### src/rtl/decode_stage.sv
// RV32I decode stage with the ID/EX pipeline register and load-use stall.
module decode_stage #(
  parameter bit LOAD_USE_STALL = 1'b1
) (
  input  logic        clk,
  input  logic        rst,
  input  logic [31:0] InstrD,
  input  logic [31:0] PCD,
  input  logic        ValidD,
  input  logic        FlushE,
  output logic [4:0]  A1,
  output logic [4:0]  A2,
  input  logic [31:0] RD1,
  input  logic [31:0] RD2,
  output logic        StallFD,
  output logic        ValidE,
  output logic [31:0] PCE,
  output logic [31:0] RD1E,
  output logic [31:0] RD2E,
  output logic [31:0] ImmE,
  output logic [4:0]  Rs1E,
  output logic [4:0]  Rs2E,
  output logic [4:0]  RdE,
  output logic [2:0]  Funct3E,
  output logic        RegWriteE,
  output logic        MemReadE,
  output logic        MemWriteE,
  output logic        BranchE,
  output logic        JumpE,
  output logic        JalrE,
  output logic        ALUSrcAE,
  output logic        ALUSrcBE,
  output logic        IllegalE,
  output logic [3:0]  ALUControlE,
  output logic [1:0]  ResultSrcE
);

  localparam logic [6:0] OP_R     = 7'b0110011;
  localparam logic [6:0] OP_I     = 7'b0010011;
  localparam logic [6:0] OP_LOAD  = 7'b0000011;
  localparam logic [6:0] OP_STORE = 7'b0100011;
  localparam logic [6:0] OP_BR    = 7'b1100011;
  localparam logic [6:0] OP_JAL   = 7'b1101111;
  localparam logic [6:0] OP_JALR  = 7'b1100111;
  localparam logic [6:0] OP_LUI   = 7'b0110111;
  localparam logic [6:0] OP_AUIPC = 7'b0010111;

  localparam logic [3:0] ALU_ADD   = 4'b0000;
  localparam logic [3:0] ALU_SUB   = 4'b0001;
  localparam logic [3:0] ALU_SLL   = 4'b0010;
  localparam logic [3:0] ALU_SLT   = 4'b0011;
  localparam logic [3:0] ALU_SLTU  = 4'b0100;
  localparam logic [3:0] ALU_XOR   = 4'b0101;
  localparam logic [3:0] ALU_SRL   = 4'b0110;
  localparam logic [3:0] ALU_SRA   = 4'b0111;
  localparam logic [3:0] ALU_OR    = 4'b1000;
  localparam logic [3:0] ALU_AND   = 4'b1001;
  localparam logic [3:0] ALU_PASSB = 4'b1010;

  logic [6:0]  w_opcode;
  logic [4:0]  w_rd, w_rs1, w_rs2;
  logic [2:0]  w_f3;
  logic        w_f7b5;
  logic [31:0] w_imm_i, w_imm_s, w_imm_b, w_imm_u, w_imm_j;

  logic        w_regwrite, w_memread, w_memwrite, w_branch, w_jump, w_jalr;
  logic        w_alusrca, w_alusrcb, w_illegal, w_use_rs1, w_use_rs2, w_rd_zero;
  logic [3:0]  w_alu, w_alu_f3;
  logic [1:0]  w_resultsrc;
  logic [31:0] w_imm;
  logic        w_hazard, w_bubble;

  logic        r_valid, r_regwrite, r_memread, r_memwrite, r_branch, r_jump;
  logic        r_jalr, r_alusrca, r_alusrcb, r_illegal;
  logic [31:0] r_pc, r_rd1, r_rd2, r_imm;
  logic [4:0]  r_rs1, r_rs2, r_rd;
  logic [2:0]  r_f3;
  logic [3:0]  r_alu;
  logic [1:0]  r_resultsrc;

  assign w_opcode = InstrD[6:0];
  assign w_rd     = InstrD[11:7];
  assign w_f3     = InstrD[14:12];
  assign w_rs1    = InstrD[19:15];
  assign w_rs2    = InstrD[24:20];
  assign w_f7b5   = InstrD[30];

  assign A1 = w_rs1;
  assign A2 = w_rs2;

  assign w_imm_i = {{20{InstrD[31]}}, InstrD[31:20]};
  assign w_imm_s = {{20{InstrD[31]}}, InstrD[31:25], InstrD[11:7]};
  assign w_imm_b = {{20{InstrD[31]}}, InstrD[7], InstrD[30:25], InstrD[11:8], 1'b0};
  assign w_imm_u = {InstrD[31:12], 12'h000};
  assign w_imm_j = {{12{InstrD[31]}}, InstrD[19:12], InstrD[20], InstrD[30:21], 1'b0};

  // ALU op for the arithmetic opcodes; SUB exists only in the R form
  always_comb begin
    w_alu_f3 = ALU_ADD;
    case (w_f3)
      3'b000:  w_alu_f3 = (w_opcode == OP_R && w_f7b5) ? ALU_SUB : ALU_ADD;
      3'b001:  w_alu_f3 = ALU_SLL;
      3'b010:  w_alu_f3 = ALU_SLT;
      3'b011:  w_alu_f3 = ALU_SLTU;
      3'b100:  w_alu_f3 = ALU_XOR;
      3'b101:  w_alu_f3 = w_f7b5 ? ALU_SRA : ALU_SRL;
      3'b110:  w_alu_f3 = ALU_OR;
      default: w_alu_f3 = ALU_AND;
    endcase
  end

  // Main opcode decode: controls, immediate select and register-field usage
  always_comb begin
    w_regwrite  = 1'b0;
    w_memread   = 1'b0;
    w_memwrite  = 1'b0;
    w_branch    = 1'b0;
    w_jump      = 1'b0;
    w_jalr      = 1'b0;
    w_alusrca   = 1'b0;
    w_alusrcb   = 1'b0;
    w_illegal   = 1'b0;
    w_use_rs1   = 1'b0;
    w_use_rs2   = 1'b0;
    w_rd_zero   = 1'b0;
    w_alu       = ALU_ADD;
    w_resultsrc = 2'b00;
    w_imm       = 32'h0;
    case (w_opcode)
      OP_R: begin
        w_regwrite = 1'b1; w_use_rs1 = 1'b1; w_use_rs2 = 1'b1; w_alu = w_alu_f3;
      end
      OP_I: begin
        w_regwrite = 1'b1; w_alusrcb = 1'b1; w_use_rs1 = 1'b1;
        w_alu = w_alu_f3; w_imm = w_imm_i;
      end
      OP_LOAD: begin
        w_regwrite = 1'b1; w_memread = 1'b1; w_alusrcb = 1'b1; w_use_rs1 = 1'b1;
        w_resultsrc = 2'b01; w_imm = w_imm_i;
      end
      OP_STORE: begin
        w_memwrite = 1'b1; w_alusrcb = 1'b1; w_use_rs1 = 1'b1; w_use_rs2 = 1'b1;
        w_rd_zero = 1'b1; w_imm = w_imm_s;
      end
      OP_BR: begin
        w_branch = 1'b1; w_use_rs1 = 1'b1; w_use_rs2 = 1'b1; w_rd_zero = 1'b1;
        w_alu = ALU_SUB; w_imm = w_imm_b;
      end
      OP_JAL: begin
        w_regwrite = 1'b1; w_jump = 1'b1; w_resultsrc = 2'b10; w_imm = w_imm_j;
      end
      OP_JALR: begin
        w_regwrite = 1'b1; w_jalr = 1'b1; w_alusrcb = 1'b1; w_use_rs1 = 1'b1;
        w_resultsrc = 2'b10; w_imm = w_imm_i;
      end
      OP_LUI: begin
        w_regwrite = 1'b1; w_alusrcb = 1'b1; w_alu = ALU_PASSB; w_imm = w_imm_u;
      end
      OP_AUIPC: begin
        w_regwrite = 1'b1; w_alusrca = 1'b1; w_alusrcb = 1'b1; w_imm = w_imm_u;
      end
      default: w_illegal = 1'b1;
    endcase
  end

  // A load in EX whose destination is read by the instruction in D must wait one cycle
  assign w_hazard = (w_use_rs1 && (r_rd == w_rs1)) || (w_use_rs2 && (r_rd == w_rs2));
  assign StallFD  = LOAD_USE_STALL && r_valid && r_memread && (r_rd != 5'd0) &&
                    ValidD && w_hazard;
  assign w_bubble = StallFD || FlushE || !ValidD;

  // ID/EX register; reset and bubble both clear every field
  always_ff @(posedge clk) begin
    if (!rst || w_bubble) begin
      r_valid     <= 1'b0;
      r_pc        <= 32'h0;
      r_rd1       <= 32'h0;
      r_rd2       <= 32'h0;
      r_imm       <= 32'h0;
      r_rs1       <= 5'd0;
      r_rs2       <= 5'd0;
      r_rd        <= 5'd0;
      r_f3        <= 3'd0;
      r_regwrite  <= 1'b0;
      r_memread   <= 1'b0;
      r_memwrite  <= 1'b0;
      r_branch    <= 1'b0;
      r_jump      <= 1'b0;
      r_jalr      <= 1'b0;
      r_alusrca   <= 1'b0;
      r_alusrcb   <= 1'b0;
      r_illegal   <= 1'b0;
      r_alu       <= 4'd0;
      r_resultsrc <= 2'd0;
    end else begin
      r_valid     <= 1'b1;
      r_pc        <= PCD;
      r_rd1       <= RD1;
      r_rd2       <= RD2;
      r_imm       <= w_imm;
      r_rs1       <= w_use_rs1 ? w_rs1 : 5'd0;
      r_rs2       <= w_use_rs2 ? w_rs2 : 5'd0;
      r_rd        <= w_rd_zero ? 5'd0 : w_rd;
      r_f3        <= w_f3;
      r_regwrite  <= w_regwrite && (w_rd != 5'd0);
      r_memread   <= w_memread;
      r_memwrite  <= w_memwrite;
      r_branch    <= w_branch;
      r_jump      <= w_jump;
      r_jalr      <= w_jalr;
      r_alusrca   <= w_alusrca;
      r_alusrcb   <= w_alusrcb;
      r_illegal   <= w_illegal;
      r_alu       <= w_alu;
      r_resultsrc <= w_resultsrc;
    end
  end

  assign ValidE      = r_valid;
  assign PCE         = r_pc;
  assign RD1E        = r_rd1;
  assign RD2E        = r_rd2;
  assign ImmE        = r_imm;
  assign Rs1E        = r_rs1;
  assign Rs2E        = r_rs2;
  assign RdE         = r_rd;
  assign Funct3E     = r_f3;
  assign RegWriteE   = r_regwrite;
  assign MemReadE    = r_memread;
  assign MemWriteE   = r_memwrite;
  assign BranchE     = r_branch;
  assign JumpE       = r_jump;
  assign JalrE       = r_jalr;
  assign ALUSrcAE    = r_alusrca;
  assign ALUSrcBE    = r_alusrcb;
  assign IllegalE    = r_illegal;
  assign ALUControlE = r_alu;
  assign ResultSrcE  = r_resultsrc;

endmodule

### config.mk
export PLATFORM = sky130hd
export DESIGN_NAME = decode_stage
export DESIGN_NICKNAME = d
export VERILOG_FILES = /design/src/rtl/decode_stage.sv
export SDC_FILE = /design/constraint.sdc
export NUM_CORES = 1
export LEC_CHECK = 0
export BUFFER_PORTS_ARGS = -buffer_cell sky130_fd_sc_hd__buf_2
export CAP_MARGIN = 10
export CELL_PAD_IN_SITES_DETAIL_PLACEMENT = 2
export CELL_PAD_IN_SITES_GLOBAL_PLACEMENT = 2
export CORE_ASPECT_RATIO = 1.4
export CORE_MARGIN = 8
export CORE_UTILIZATION = 26
export DETAILED_ROUTE_END_ITERATION = 10
export GPL_TIMING_DRIVEN = 1
export HOLD_SLACK_MARGIN = 0.08
export PLACE_DENSITY = 0.94
export SKIP_CTS_REPAIR_TIMING = 1
export SLEW_MARGIN = 20
export SYNTH_ARGS = -nofsm -noshare
export SYNTH_HDL_FRONTEND = slang
export SYNTH_SLANG_ARGS = --single-unit
### constraint.sdc
create_clock -name clk -period 3.75 [get_ports clk]
set_clock_uncertainty 0.15 [all_clocks]
set_input_delay 0.5625 -clock clk [delete_from_list [all_inputs] [get_ports clk]]
set_output_delay 0.5625 -clock clk [all_outputs]
set_load 0.005 [all_outputs]
* Yosys cells after proc, flatten, opt, wreduce, memory -nomap -nowiden
Cells that the tools add are included.
Storage, ports and cells: bits in registers 162, bits of input ports 132, logic and storage cells 88, output and inout bits 173
Cells by class: reductions and logical operators 30, eq/ne operators 17, mux-type cells 19, bitwise logic cells 2
Operators with widths (number):
- 32-bit one-hot mux with 5 select lines | 1
- 4-bit one-hot mux with 7 select lines | 1
- 7-bit by 6-bit == test with 1-bit output, second input constant | 3
- 7-bit == test, second input constant | 3
- 1-bit two-way mux | 15
- 7-bit by 5-bit == test with 1-bit output, second input constant | 2
- 2-bit OR reduction | 7
- 4-bit one-hot mux with 3 select lines | 1
- 6-bit OR reduction | 2
- 5-bit == test | 2
- 5-bit nonzero test | 2
- 3-bit == test, second input constant | 3
- 9-bit OR reduction | 1
- 1-bit logical AND | 8
- 7-bit by 2-bit == test with 1-bit output, second input constant | 1
- 7-bit OR reduction | 1
- 3-bit by 2-bit == test with 1-bit output, second input constant | 2
- 3-bit OR reduction | 2
- 1-bit logical OR | 4
- 2-bit one-hot mux with 2 select lines | 1
- 3-bit by 1-bit == test with 1-bit output, second input constant | 1
- 3-bit logical NOT | 1
- 1-bit logical NOT | 2
- 1-bit inverter | 2

* Longest topological paths before layout
depth after elaboration 10, mapped depth 10, mapped depth without buffers 6

* Worst setup path before layout
Ideal clock, no wire load.
path type input -> register, from in InstrD[6], to reg r_imm[5] (netlist: ImmE[5]), slack 1126 ps, data arrival time 2359 ps, required time 3484 ps, path buffers 3, cell stages on the path 9, library setup time 116 ps, cells stage by stage buf_2 or3_4 a211oi_4 o2111ai_2 a22oi_4 inv_2 buf_6 clkbuf_1 and3_1
Between the ends: word-level cells in the longest chain between the ends 9, elaborated cells on any way between the ends 23, classes of those cells 9 x eq/ne; 3 x mux; 11 x reduce/logical
Ends and longest elaborated chain:
- from (decl) | RTL line 7 | input logic [31:0] InstrD,
- 7-bit by 6-bit == test with 1-bit output (tied with other cells) | RTL line 129 | case (w_opcode)
- 6-bit OR reduction (no source line) / 3-bit OR reduction (equally long branches)
- 1-bit two-way mux | RTL line 129
- 1-bit logical AND | RTL line 167 | assign w_hazard = (w_use_rs1 && (r_rd == w_rs1)) || (w_use_rs2 && (r_rd == w_rs2));
- 1-bit logical OR | RTL line 167
- 1-bit logical AND | RTL line 169 | ValidD && w_hazard;
- 1-bit logical OR (2 in series) | RTL line 170 | assign w_bubble = StallFD || FlushE || !ValidD;
- 1-bit logical OR | RTL line 174 | if (!rst || w_bubble) begin
- to (signal assigned) | RTL line 200 | r_imm <= w_imm;
- to (decl) | RTL line 75 | logic [31:0] r_pc, r_rd1, r_rd2, r_imm;
Parallel ways exist; a longest one is shown, timed or not. A chain may end at the register's enable or synchronous reset.

* Final worst setup path
from in InstrD[2], to out StallFD
Between the ends: word-level cells in the longest chain between the ends 6, elaborated cells on any way between the ends 14, classes of those cells 6 x eq/ne; 2 x mux; 6 x reduce/logical
Ends and longest elaborated chain:
- 7-bit by 6-bit == test with 1-bit output (tied with other cells) | RTL line 129
- 6-bit OR reduction (no source line) / 3-bit OR reduction (equally long branches)
- 1-bit two-way mux | RTL line 129
- 1-bit logical AND | RTL line 167
- 1-bit logical OR * | RTL line 167
- 1-bit logical AND * | RTL line 169
- to (decl) | RTL line 15 | output logic StallFD,
Mark *: on every way between the ends. The rest lies on a longest branch, timed or not.

==> metrics.json <==
{
  "worst_setup_hold_path_clk_slew_ps": 70,
  "dp_worst_setup_slack_ps": 720,
  "max_cap_violations": 0,
  "postSynthCellCount": 463,
  "cts_tree": "built",
  "cts.root.buffer_cell": "clkbuf_16",
  "finalSetupViolations": 0,
  "required_ps": 3040,
  "pin_count": 305,
  "firstDrtPassIters": 4,
  "synth.cell_area_sq_um": 4990,
  "top_flip_flop_cell_by_instance_count_after_synthesis": "dfxtp_1",
  "path_class": "in2out",
  "total_number_of_nets_in_the_final_design": 884,
  "setup_slack_ps": 671,
  "h_tree_level_count": 4,
  "report.final.hold_viol_count": 0,
  "die_height_microns": 180,
  "max_freq_mhz": 325,
  "floorplan.die_area_sq_um": 23900,
  "critPathMaxStageDelay_ps": 430,
  "antenna_violations_before_repair": 5,
  "synth_async_sr_flop_share_pct": 0,
  "post_synth_num_cell_types": 41,
  "post-route-period-util_pct": 82.1,
  "largest_net_degree_at_the_start_of_global_routing": 121,
  "endpoint_kind": "output pin",
  "clk-insertion-delay-late_ps": 420,
  "route.final.wire_length_microns": 21400,
  "relSlewSlack_pct": 35.9,
  "slew_violations": 0,
  "synth-warning-count": 0,
  "met3_length_microns": 1010,
  "first_global_vias": 5023,
  "drtIter0Drc": 155,
  "grt_util_all_layers_pct": 17.7,
  "worstSetupStartpointType": "input pin",
  "final.min_clock_period_ps": 3080,
  "power-per-cell-area_nw_per_um2": 520,
  "synth-seq-cells": 161,
  "m1WireLength_microns": 7750,
  "gp_congestion": 0.787,
  "floorplan.initialDensity_pct": 26.3,
  "ir_drop_mv": 0.275,
  "postLayoutCellArea_sq_um": 7250,
  "worst-endpoint-arrival_ps": 2370,
  "place.port_buffers": 304,
  "drt.antenna.violating_nets": 0,
  "yosysSeqAreaShare_pct": 64.6,
  "timing.critical_path.cells": "buf_2, or3_4, a211oi_4, o2111ai_2, a21oi_1, buf_2",
  "min_path_type": "in2reg",
  "detailed_placer_s_ending_hpwl_microns": 16700,
  "status": "finished clean",
  "cts_max_path_buffers": 2,
  "total_neg_setup_slack_ps": 0,
  "floorplan.core_area_sq_um": 19000,
  "grt_first_pass_wirelength_microns": 31700,
  "areaGrowthSynthToFinish_pct": 45.3,
  "synth_edf_count": 0,
  "worst_slew_pin_slew_ps": 961,
  "via_per_inst": 4.33,
  "dr_total_vias": 4408,
  "globalRouteOverflowTotal": 0,
  "route.detailed.drc": 0,
  "worstPathMaxFanout": 16,
  "routedWlPerCell_microns": 21.0,
  "cellLeakagePower_nw": 3.66,
  "numClockSinks": 161,
  "path_common_cell": "buf_2",
  "unrepaired_setup_endpoints_after_global_routing": "no",
  "synthesis.nets": 595,
  "die-width_microns": 133,
  "timing.critical_path.slowest_stage_cell": "a21oi_1",
  "layout-drive-gt1-share_pct": 45.4,
  "dr.max_layer_used": "met4",
  "cts_inserted_buffers": 17,
  "mapped_avg_cell_area_sq_um": 10.8,
  "rows": 60,
  "placed_cell_area_sq_um": 6660,
  "detailroute.wirelength.met2_microns": 12000
}
==> sequential cells by signal, indices dropped and copies added, names as in the netlist <==
name	cells
RegWriteE	1
Funct3E	3
MemWriteE	1
PCE	32
ValidE	1
ALUSrcBE	1
RD2E	32
ResultSrcE	2
ALUSrcAE	1
IllegalE	1
BranchE	1
JalrE	1
Rs1E	5
RD1E	32
RdE	5
ImmE	32
JumpE	1
Rs2E	5
ALUControlE	4
==> per-stage QoR <==
stage / instances / power, W / hold WS [ps] / util (%)
after floorplan: 463 / 0.00193 / 534 / -
after global placement: 981 / 0.00210 / 612 / 35.1
after detailed placement: 981 / 0.00212 / 617 / 35.1
after CTS: 1013 / 0.00383 / 157 / 38.1
after global routing: 1018 / 0.00392 / 162 / 38.2
final: 1018 / 0.00377 / 182 / 38.2
==> per-layer routing <==
| metal | track usage (%) | vias to the layer above |
|---|---|---|
| li1 | - | 2083 |
| met1 | 17.4 | 2146 |
| met2 | 33.2 | 143 |
| met3 | 4.99 | 36 |
| met4 | 8.57 | 0 |
| met5 | 0 | - |
==> power by group <==
group          total [W]  switching (W)  internal (W)
clock            0.00170       0.000794      0.000901
sequential       0.00179      0.0000193       0.00177
combinational   0.000289       0.000155      0.000134
==> kinds of logic after synthesis <==
group / count (synthesis) / share of synthesized area, %
flops: 161 / 64.6
xor+xnor: 10 / 1.76
compound gates: 48 / 6.14
buf+inv: 40 / 4.06
simple gates: 204 / 23.4
==> layout by cell type, fill, tap and decap left out, types with 2 or more instances in the layout <==
cell type  instances
inv_8              3
nor3b_1            2
xnor2_1            2
inv_6              7
dfxtp_1          161
buf_2            304
nor2_1            23
nor4_1             3
nand4b_1           2
buf_4              4
and3_1            21
nand3_1            4
a31oi_1            2
nor3_1             7
xor2_1             8
nand3b_1           2
a22oi_1            5
nand2_1           27
and2_1            99
nand2b_1           2
a21oi_1           29
clkinv_4           2
and4_1             2
clkbuf_16         17
or4_1              3
o21ai_0            5
diode_2            5
==> final cells by class <==
| cell class | instances | area (sq um) |
|---|---|---|
| diodes | 5 | 12.5 |
| clock buffers | 18 | 439 |
| clock inverters | 14 | 134 |
| fillers | 2097 | 11700 |
| inverters | 2 | 7.51 |
| multi-input cells | 262 | 1570 |
| flip-flops and latches | 161 | 3220 |
| well taps | 248 | 310 |
| repair buffers | 308 | 1550 |
==> worst max-delay path, delay by kind of cell <==
family / cells / cell delay (ps)
compound gates: 3 / 980
simple gates: 1 / 410
buf+inv: 2 / 410
==> cell usage after synthesis (2+ instances only) <==
master / count / area, sq um
xor2_1: 8 / 70.1
buf_2: 3 / 15.0
a21oi_1: 29 / 145
nand3_1: 4 / 20.0
o21ai_0: 5 / 25.0
buf_4: 11 / 82.6
nor3_1: 7 / 35.0
xnor2_1: 2 / 17.5
nand4b_1: 2 / 17.5
dfxtp_1: 161 / 3220
and4_1: 2 / 17.5
nand3b_1: 2 / 15.0
a31oi_1: 2 / 12.5
a22oi_1: 5 / 37.5
and2_1: 99 / 619
nand2b_1: 2 / 12.5
clkbuf_1: 22 / 82.6
or4_1: 3 / 22.5
nor4_1: 3 / 18.8
and3_1: 21 / 131
nor2_1: 23 / 86.3
nor3b_1: 2 / 15.0
nand2_1: 27 / 101
==> path summary, 6_finish.rpt <==
path | from | to | slack [ps] | cells past startpoint
setup / recovery | InstrD[2] | StallFD | 670 | 6
hold / removal | RD1[5] | RD1E[5] | 180 | 2
setup reg to reg | RdE[0] | ImmE[6] | 1040 | 6
hold reg to reg | ValidE | ALUControlE[3] | 810 | 3
Note: power is estimated with default switching activity, not from simulation.
